**src/rtl/tomasulo_rs_mpy.sv**
```systemverilog
`default_nettype none
// +----------------------------------------------------------------------------+
// | tomasulo_rs_mpy: reservation station for the 5-cycle non-pipelined MPY unit |
// | Rev 1.0 - initial release                                                  |
// +----------------------------------------------------------------------------+
module tomasulo_rs_mpy #(
  parameter int N       = 4,
  parameter int WORD_W  = 32,
  parameter int TAG_W   = 4,
  parameter int REG_W   = 5,
  parameter int ROBID_W = 4
) (
  input  logic                 clk,
  input  logic                 rst,
  input  logic                 disp_vld,
  output logic                 disp_rdy,
  input  logic [REG_W-1:0]     disp_wa,
  input  logic [TAG_W-1:0]     disp_tag,
  input  logic [ROBID_W-1:0]   disp_robid,
  input  logic [1:0]           disp_src_rdy,
  input  logic [2*TAG_W-1:0]   disp_src_tag,
  input  logic [2*WORD_W-1:0]  disp_src_data,
  input  logic                 cdb_vld,
  input  logic [TAG_W-1:0]     cdb_tag,
  input  logic [WORD_W-1:0]    cdb_wdata,
  output logic                 iss_vld_r,
  output logic [2*WORD_W-1:0]  iss_rdata_r,
  output logic [REG_W-1:0]     iss_wa_r,
  output logic [TAG_W-1:0]     iss_tag_r,
  output logic [ROBID_W-1:0]   iss_robid_r,
  input  logic                 iss_busy_r
);

  localparam int IDX_W = $clog2(N);

  logic [N-1:0]        vld_q, vld_d;
  logic [REG_W-1:0]    wa_q[N], wa_d[N];
  logic [TAG_W-1:0]    tag_q[N], tag_d[N];
  logic [ROBID_W-1:0]  robid_q[N], robid_d[N];
  logic [1:0]          rdy_q[N], rdy_d[N];
  logic [TAG_W-1:0]    stag_q[N][2], stag_d[N][2];
  logic [WORD_W-1:0]   data_q[N][2], data_d[N][2];
  // age_q[i][j] set means entry i is older than entry j
  logic [N-1:0]        age_q[N], age_d[N];

  logic                iss_vld_q, iss_vld_d;
  logic [2*WORD_W-1:0] iss_rdata_q, iss_rdata_d;
  logic [REG_W-1:0]    iss_wa_q, iss_wa_d;
  logic [TAG_W-1:0]    iss_tag_q, iss_tag_d;
  logic [ROBID_W-1:0]  iss_robid_q, iss_robid_d;

  logic [N-1:0]        ready;
  logic [N-1:0]        sel_oh;
  logic [IDX_W-1:0]    sel_idx;
  logic [IDX_W-1:0]    free_idx;
  logic                sel_vld;
  logic                disp_fire;

  assign disp_rdy  = ~&vld_q;
  assign disp_fire = disp_vld & disp_rdy;

  always_comb begin
    ready = '0;
    for (int i = 0; i < N; i++) ready[i] = vld_q[i] & rdy_q[i][0] & rdy_q[i][1];
  end

  // An entry wins if no other ready entry is older than it
  always_comb begin
    sel_oh  = '0;
    sel_idx = '0;
    for (int i = 0; i < N; i++) begin
      sel_oh[i] = ready[i];
      for (int j = 0; j < N; j++)
        if (j != i && ready[j] && age_q[j][i]) sel_oh[i] = 1'b0;
    end
    for (int i = 0; i < N; i++)
      if (sel_oh[i]) sel_idx = i[IDX_W-1:0];
  end

  assign sel_vld = (|ready) & ~iss_busy_r;

  always_comb begin
    free_idx = '0;
    for (int i = N - 1; i >= 0; i--)
      if (!vld_q[i]) free_idx = i[IDX_W-1:0];
  end

  always_comb begin
    vld_d   = vld_q;
    wa_d    = wa_q;
    tag_d   = tag_q;
    robid_d = robid_q;
    rdy_d   = rdy_q;
    stag_d  = stag_q;
    data_d  = data_q;
    age_d   = age_q;

    for (int i = 0; i < N; i++)
      for (int k = 0; k < 2; k++)
        if (vld_q[i] && !rdy_q[i][k] && cdb_vld && stag_q[i][k] == cdb_tag) begin
          rdy_d[i][k]  = 1'b1;
          data_d[i][k] = cdb_wdata;
        end

    if (sel_vld) vld_d[sel_idx] = 1'b0;

    if (disp_fire) begin
      vld_d[free_idx]   = 1'b1;
      wa_d[free_idx]    = disp_wa;
      tag_d[free_idx]   = disp_tag;
      robid_d[free_idx] = disp_robid;
      for (int k = 0; k < 2; k++) begin
        stag_d[free_idx][k] = disp_src_tag[k*TAG_W +: TAG_W];
        if (disp_src_rdy[k]) begin
          rdy_d[free_idx][k]  = 1'b1;
          data_d[free_idx][k] = disp_src_data[k*WORD_W +: WORD_W];
        end else begin
          // Same-cycle CDB broadcast is captured directly
          rdy_d[free_idx][k]  = cdb_vld && (disp_src_tag[k*TAG_W +: TAG_W] == cdb_tag);
          data_d[free_idx][k] = cdb_wdata;
        end
      end
      age_d[free_idx] = '0;
      for (int j = 0; j < N; j++)
        if (vld_q[j]) age_d[j][free_idx] = 1'b1;
    end
  end

  always_comb begin
    iss_vld_d   = sel_vld;
    iss_rdata_d = iss_rdata_q;
    iss_wa_d    = iss_wa_q;
    iss_tag_d   = iss_tag_q;
    iss_robid_d = iss_robid_q;
    if (sel_vld) begin
      iss_rdata_d = {data_q[sel_idx][1], data_q[sel_idx][0]};
      iss_wa_d    = wa_q[sel_idx];
      iss_tag_d   = tag_q[sel_idx];
      iss_robid_d = robid_q[sel_idx];
    end
  end

  always_ff @(posedge clk) begin
    if (rst) begin
      vld_q       <= '0;
      iss_vld_q   <= 1'b0;
      iss_rdata_q <= '0;
      iss_wa_q    <= '0;
      iss_tag_q   <= '0;
      iss_robid_q <= '0;
    end else begin
      vld_q       <= vld_d;
      iss_vld_q   <= iss_vld_d;
      iss_rdata_q <= iss_rdata_d;
      iss_wa_q    <= iss_wa_d;
      iss_tag_q   <= iss_tag_d;
      iss_robid_q <= iss_robid_d;
    end
  end

  // Payload is qualified by vld_q and needs no reset
  always_ff @(posedge clk) begin
    wa_q    <= wa_d;
    tag_q   <= tag_d;
    robid_q <= robid_d;
    rdy_q   <= rdy_d;
    stag_q  <= stag_d;
    data_q  <= data_d;
    age_q   <= age_d;
  end

  always_ff @(posedge clk) begin
    if (!rst) begin
      assert (!(disp_vld && !disp_rdy))
        else $warning("tomasulo_rs_mpy: dispatch dropped, station full");
    end
  end

  assign iss_vld_r   = iss_vld_q;
  assign iss_rdata_r = iss_rdata_q;
  assign iss_wa_r    = iss_wa_q;
  assign iss_tag_r   = iss_tag_q;
  assign iss_robid_r = iss_robid_q;

endmodule
`default_nettype wire
```
**config.mk**
```make
export PLATFORM = sky130hd
export DESIGN_NAME = tomasulo_rs_mpy
export DESIGN_NICKNAME = d
export VERILOG_FILES = /design/src/rtl/tomasulo_rs_mpy.sv
export SDC_FILE = /design/constraint.sdc
export NUM_CORES = 1
export LEC_CHECK = 0
export CAP_MARGIN = 25
export CORE_ASPECT_RATIO = 0.5
export CORE_MARGIN = 2
export CORE_UTILIZATION = 57
export CTS_CLUSTER_DIAMETER = 100
export DETAILED_ROUTE_END_ITERATION = 8
export PLACE_DENSITY = 0.83
export SETUP_SLACK_MARGIN = 0.1
export SYNTH_ARGS = -nofsm -noshare
export SYNTH_HDL_FRONTEND = slang
export SYNTH_SLANG_ARGS = --single-unit
```
**constraint.sdc**
```tcl
create_clock -name clk -period 3.2 [get_ports clk]
set_input_delay 0.32 -clock clk [delete_from_list [all_inputs] [get_ports clk]]
set_output_delay 0.32 -clock clk [all_outputs]
set_load 0.02 [all_outputs]
```
Word-level counts from Yosys, hierarchy flattened
Cells that the tools add are included.
{ "op_classes": {"n_bitwise": 24, "n_reduce_logical": 49, "mux": 89, "n_addsub": 0, "n_div": 0, "eq_ne": 10, "order_cmp": 7, "shift": 0, "n_mul": 0} }
{ "op_table": {"columns": ["op", "n"], "rows": [
  ["bitwise mux 256 bit", 4],
  ["two-way mux 256 bit", 4],
  ["two-way mux 32 bit", 9],
  ["demux 64 bit (select 2 bit)", 2],
  ["two-way mux 64 bit", 3],
  ["binary-select mux 64 bit (select 2 bit)", 1],
  ["bitwise mux 32 bit", 2],
  ["two-way mux 4 bit", 12],
  ["equality test 4 bit", 10],
  ["two-way mux 8 bit", 5],
  ["logical AND 1 bit", 38],
  ["bitwise mux 16 bit", 2],
  ["demux 8 bit (select 2 bit)", 2],
  ["two-way mux 1 bit", 21],
  ["bitwise mux 20 bit", 1],
  ["OR 4 bit", 5],
  ["bitwise AND 16 bit", 1],
  ["binary-select mux 4 bit (select 2 bit)", 2],
  ["bitwise mux 8 bit", 2],
  ["NOT 16 bit", 1],
  ["OR 8 bit", 2],
  ["two-way mux 5 bit", 3],
  ["two-way mux 2 bit", 7],
  ["bitwise AND 1 bit", 10],
  ["16 further kinds", 30]
]} }
{ "word_totals": {"ramBits": 0, "input_bits": 128, "output_inout_bits": 79, "rom_bits": 0, "n_memories": 0, "latchBits": 0, "reg_bits": 446} }

Depth between registers and ports, before layout
{ "logic_depth": {"word_depth": 18, "ltp_mapped": 9, "depth_no_buf": 7} }

Least setup slack after synthesis
No wires, ideal clock.
{ "synth_timing": {"path_type": "reg2reg", "start": "register vld_q[0]", "end": "register robid_q[4] in the netlist's numbering (enable)", "synth_period_minus_slack_ns": 2.324, "path_buffers": 2, "setup_time_ns": 0.394, "arrival_time_ns": 1.930, "stages_incl_launch_ff": 7, "required_ns": 2.806, "path_slack_ns": 0.876, "path_cell_list": "dfxtp_1 -> buf_4 -> nand2_1 -> nor2_1 -> nand2_1 -> inv_2 -> buf_1"} }
{ "synth_between": {"elab_chain_cells": 3} }
{ "synth_rtl": {"columns": ["item", "line", "text"], "rows": [
  ["from (decl)", "36", "logic [N-1:0] vld_q, vld_d;"],
  ["from (signal assigned)", "152", "vld_q <= vld_d;"],
  ["AND reduction 4 bit", "59", "assign disp_rdy = ~&vld_q;"],
  ["zero test 1 bit", "59", null],
  ["bitwise AND 1 bit", "60", "assign disp_fire = disp_vld & disp_rdy;"],
  ["to (signal assigned)", "165", "robid_q <= robid_d;"],
  ["to (decl)", "39", "logic [ROBID_W-1:0] robid_q[N], robid_d[N];"]
]} }
Every way passes these cells.
A chain may end at the register's enable or synchronous reset.

Worst setup path after layout
{ "layout_timing": {"start": "register vld_q[2]", "end": "register iss_rdata_q[6], in the netlist iss_rdata_r[6]"} }
{ "layout_between": {"elab_chain_cells": 12, "word_cells_on_any_way": 19, "classes_between": "12 x mux; 4 x bitwise; 3 x reduce/logical"} }
{ "layout_rtl": {"columns": ["item", "line", "text"], "rows": [
  ["bitwise AND 1 bit * (2 in series)", "64", "for (int i = 0; i < N; i++) ready[i] = vld_q[i] & rdy_q[i][0] & rdy_q[i][1];"],
  ["logical AND 1 bit", "74", "if (j != i && ready[j] && age_q[j][i]) sel_oh[i] = 1'b0;"],
  ["two-way mux 1 bit (2 in series)", "74", null],
  ["two-way mux 1 bit", "77", "if (sel_oh[i]) sel_idx = i[IDX_W-1:0];"],
  ["two-way mux 2 bit (2 in series)", "77", null],
  ["NOT 2 -> 3 bit (not written as such)", "136", "iss_rdata_d = {data_q[sel_idx][1], data_q[sel_idx][0]};"],
  ["binary-select mux 64 bit (select 2 bit)", "136", null],
  ["two-way mux 64 bit (not written as such) (2 in series)", "136", null],
  ["to (signal assigned)", "154", "iss_rdata_q <= iss_rdata_d;"],
  ["to (decl)", "47", "logic [2*WORD_W-1:0] iss_rdata_q, iss_rdata_d;"]
]} }
Every way passes the cells marked *; elsewhere a longest branch is shown, timed or not. The select of a mux whose other input is x is not followed.

==> impl_metrics.tcl <==
set metrics [dict create \
    grt_setup_unrepaired "no" \
    clkSinkCount 439 \
    clk_pin_slew_ns 0.07 \
    die_x_um 261.8 \
    nFillCells 2346 \
    ys_ff_latch 439 \
    post-cts-setup-buffers 0 \
    seqPwrFrac 0.496 \
    end_kind "flop" \
    synth-compound-area-share 0.2047 \
    p_leak_uw 0.008779 \
    gp_congestion 0.9196 \
    drive_above_1_share 0.1058 \
    report.final.slew_viol_count 0 \
    synth_warnings 0 \
    finalPower_uw 13840 \
    multi_input_area_mm2 0.008362 \
    synth_xor_area_frac 0.01850 \
    fin_ws_ns 0.5633 \
    rows 47 \
    crit_path_max_fanout 67 \
    crit_arrival_ns 3.03 \
    track_usage 0.3398 \
    cts_buffer_depth 3 \
    grt_pass1_vias 16320 \
    clockRootBuffer "clkbuf_16" \
    ant_nets 0 \
    wl_um 60660 \
    crit_family "simple AND/OR/NAND/NOR gates" \
    cts_buffers 39 \
    combPwrFrac 0.164 \
    dr.first_iter.drc_count 2226 \
    hp-class "in2reg" \
    crit_type "reg2reg" \
    p_clk_frac 0.340 \
    synth_edf_count 93 \
    yosys.area_share.simple 0.1548 \
    synth_top_family_by_area "compound AO/OA/AOI/OAI gates" \
    power_density_mw_per_mm2 610.3 \
    antenna_found_initial 3 \
    cts_hold_buf 0 \
    async_reset_ff_frac 0 \
    slew_headroom 0.4999 \
    fin_skew_ns 0.02296 \
    maxCapViolCount 0 \
    syn_avg_cell_area_um2 10.02 \
    cp_slowest_cell "dfxtp_1" \
    max_stage_delay_ns 0.59 \
    syn_inst 1890 \
    ys_seq_area_frac 0.5131 \
    critPathRequiredTime_ns 3.59 \
    cp_num_buf_inv 1 \
    drt_first_pass_iters 6 \
    drc 0 \
    synth-adder-area-share 0 \
    grt_pass1_wl_um 92120 \
    critPathLaunchType "flop" \
    ys.flop_type "dfxtp_1" \
    place_ws_ns 0.3987 \
    grt-ovfl-total 0 \
    detailed_place_hpwl_um 37040 \
    finalHoldViolCount 0 \
    portBuffers 206 \
    clk_latency_ns 0.55 \
    max_freq_mhz 379.3 \
    ir_worst_vdd_mv 0.3360 \
    p_sw_uw 3645 \
    viasPerCell 6.696 \
    cts_tree "built" \
    synth_mux_area_frac 0.06163 \
    wl_per_cell_um 24.42 \
    post-route-period-util 0.8240 \
    grt_start_max_net_pins 144 \
    nNetsFinal 2141 \
    path_cells "nand3_1, and4b_2, nor2_4, buf_12, a221oi_1, a211oi_1" \
    start_util 0.5762 \
    p_sw_frac 0.2634 \
    synth_nets 2018 \
    outcome "finished clean" \
    num_io_pins 207 \
    synth_cell_types 61 \
    internal_power_uw 10190 \
    register_area_mm2 0.009719 \
    cts_htree_levels 2 \
    die_area_mm2 0.03479 \
    syn_area_mm2 0.01894 \
    ctsResizeCount 0 \
    core_area_mm2 0.03287 \
    areaGrowthSynthToFinish_pct 19.71 \
    vias 16630 \
    finalSetupViolCount 0 \
    die_h_um 132.9 \
    worst_pin_slew_ns 0.7502 \
    finalSetupTns_ns 0 \
    min_period_ns 2.637 \
]
[state kept, by name, indices dropped and copies added, names as in the netlist, named ones only]
signal	flops
data_q	256
iss_rdata_r	64
stag_q	32
wa_q	20
robid_q	16
tag_q	16
rdy_q	8
age_q	6
iss_wa_r	5
iss_robid_r	4
iss_tag_r	4
vld_q	4
iss_vld_r	1
[synthesized netlist by cell type, types with 51 or more instances]
library cell / count / area (um2)
buf_2: 51 / 255.2
and3_1: 82 / 513.0
nand2_1: 113 / 424.2
a221o_1: 122 / 1221
a221oi_1: 83 / 727.0
edfxtp_1: 93 / 2793
a211oi_1: 78 / 585.6
mux2_2: 69 / 777.0
o22ai_1: 93 / 581.8
clkbuf_1: 122 / 457.9
dfxtp_1: 346 / 6927
nor2_1: 286 / 1074
[area by class of cell]
cell class | instances | area share
Inverter | 9 | 0.001490
Clock buffer | 60 | 0.05198
Clock inverter | 9 | 0.003090
Tap cell | 441 | 0.02433
Timing Repair Buffer | 274 | 0.1215
Multi-Input combinational cell | 1250 | 0.3688
Sequential cell | 439 | 0.4286
Antenna cell | 2 | 0.0002207
[metal layers]
layer | global-route usage | routed length (um) | vias up
met3 | 0.08851 | 7555 | 202
met1 | 0.4570 | 23750 | 7939
li1 | - | - | 7306
met2 | 0.5182 | 26950 | 1184
met4 | 0.1474 | 2392 | 2
met5 | 0 | 13 | -
[layout by cell type (no fill, tap or decap), types with 21 or more instances in the layout]
master,instances
and3_1,82
clkbuf_16,42
and2_1,50
nor2b_1,37
mux2_2,69
o22ai_1,93
xor2_1,21
buf_4,53
mux2i_1,30
dfxtp_1,346
clkdlybuf4s50_1,205
a21boi_0,21
a211oi_1,78
a221o_1,122
nor2_1,284
nand2_1,113
a22oi_1,37
edfxtp_1,93
a221oi_1,83
[through the flow]
step                area [um2]  std cells    util  hold slack (ns)
global route             22680       2484  0.6898           0.3511
CTS                      22670       2482  0.6896           0.3092
finish                   22680       2484  0.6898           0.3336
detailed placement       21420       2413  0.6517           0.4567
floorplan                18940       1890       -           0.4189
global placement         21420       2413  0.6517           0.4494
[worst paths after layout]
path	startpoint	slack, ns	to	depth (start not counted)
hold / removal	rst	0.33	vld_q[3]	2
setup / recovery	vld_q[2]	0.56	iss_rdata_r[6]	6
hold reg to reg	data_q[157]	0.48	data_q[157]	2
setup reg to reg	vld_q[2]	0.56	iss_rdata_r[6]	6
[power by group through the flow]
stage	Combinational (uW)	Sequential, uW	Clock, uW
final	2270	6860	4710
after floorplan	1360	6920	0
after global routing	2420	6930	4940
after CTS	2230	6840	4710
after global placement	2140	6910	0
after detailed placement	2210	6940	0
[cells by family (layout without fill, tap and decap cells)]
kind of cell           after synthesis  in the layout
other                                0              2
XOR/XNOR                            40             40
AO/OA/AOI/OAI                      479            479
multiplexers                       107            107
AND/OR/NAND/NOR                    624            624
buffers and inverters              201            352
flip-flops                         439            439
Note: power is estimated with default switching activity, not from simulation.
==> variant: new RTL, same settings <==
`REG_W`: 5 -> 10.
--- a/src/rtl/tomasulo_rs_mpy.sv
+++ b/src/rtl/tomasulo_rs_mpy.sv
@@ -7,7 +7,7 @@
   parameter int N       = 4,
   parameter int WORD_W  = 32,
   parameter int TAG_W   = 4,
-  parameter int REG_W   = 5,
+  parameter int REG_W   = 10,
   parameter int ROBID_W = 4
 ) (
   input  logic                 clk,
Interface: changed (resized disp_wa and iss_wa_r); port bits go from 207 to 217. The function was not compared with the original's and may differ.
==> variant against the original RTL <==
- combinational power grew 11%
- clock skew up 0.0054 ns
- synthesized area rose by 9.0%
- synthesized cell count rose by 5.1%
- worst setup slack got worse by 0.098 ns
- first-iteration DRC count is 2.2% higher
- sequential cell count rose by 25
- wire length grew 4.6%
- worst hold slack gained 0.014 ns
- power increased by 8.4%
- via count is 3.0% higher
- cell area up 8.5%
- critical endpoint is now iss_wa_r[2]
- largest power group unchanged
==> variant: results <==
{
  "status": "completed",
  "area_growth_syn_to_layout_pct": 19.11,
  "ys_top_cells_by_count": "dfxtp_1 (351), nor2_1 (238), nand2_1 (164), clkbuf_1 (135), o22ai_1 (123)",
  "combinationalPowerShare_pct": 16.9,
  "dp_hpwl_mm": 38.26,
  "avgViaCountPerCell": 6.550,
  "most_area_consuming_cells_after_synthesis": "dfxtp_1 (34%), edfxtp_1 (16%), nor2_1 (4.3%)",
  "layout.clock.cell_area_share_pct": 5.712,
  "vdd_drop_max_mv": 0.3415,
  "synth_sequential_area_ratio_pct": 50.45,
  "crit_path_dat_ns": 3.15,
  "detail_route.wirelength.met1_mm": 25.43,
  "antenna_found_initial": 6,
  "ys_ff_latch": 464,
  "whs_endpoint": "vld_q[2]",
  "final.clkbuf_count": 57,
  "n_antenna_cell": 5,
  "final_nets": 2228,
  "wl_per_cell_um": 24.27,
  "global_route.usage.met1_pct": 44.56,
  "path_delay_family": "flip-flops",
  "timing.critical_path.slowest_cell_delay_ns": 0.75,
  "grt.total_usage_pct": 32.73,
  "synth_compound_area_share_pct": 18.94,
  "fin_skew_ns": 0.02835,
  "yosysUniqueCellTypes": 52
}
-- variant: changes by cell type after synthesis, sizes merged, moves of 20 or more --
| cell | change |
|---|---|
| a21boi | -28 |
| mux2 | +34 |
| a22oi | +29 |
| edfxtp | +20 |
| o22ai | +30 |
| nor2 | -50 |
| and3 | +35 |
| mux2i | +28 |
| and2 | -31 |
| a221o | -58 |
| nand2 | +51 |
-- variant: worst max-delay path by stage --
stage             start             end  slack, ns  depth (start not counted)
6_report       vld_q[0]     iss_wa_r[2]       0.47                          6
3_5_place_dp   vld_q[0]  iss_rdata_r[0]       0.53                          6
5_1_grt        vld_q[0]  iss_rdata_r[1]       0.33                          6
3_3_place_gp   vld_q[0]     iss_wa_r[2]       0.53                          6
2_1_floorplan  vld_q[0]      robid_q[4]       0.74                          7
4_1_cts        vld_q[0]  iss_rdata_r[1]       0.51                          6
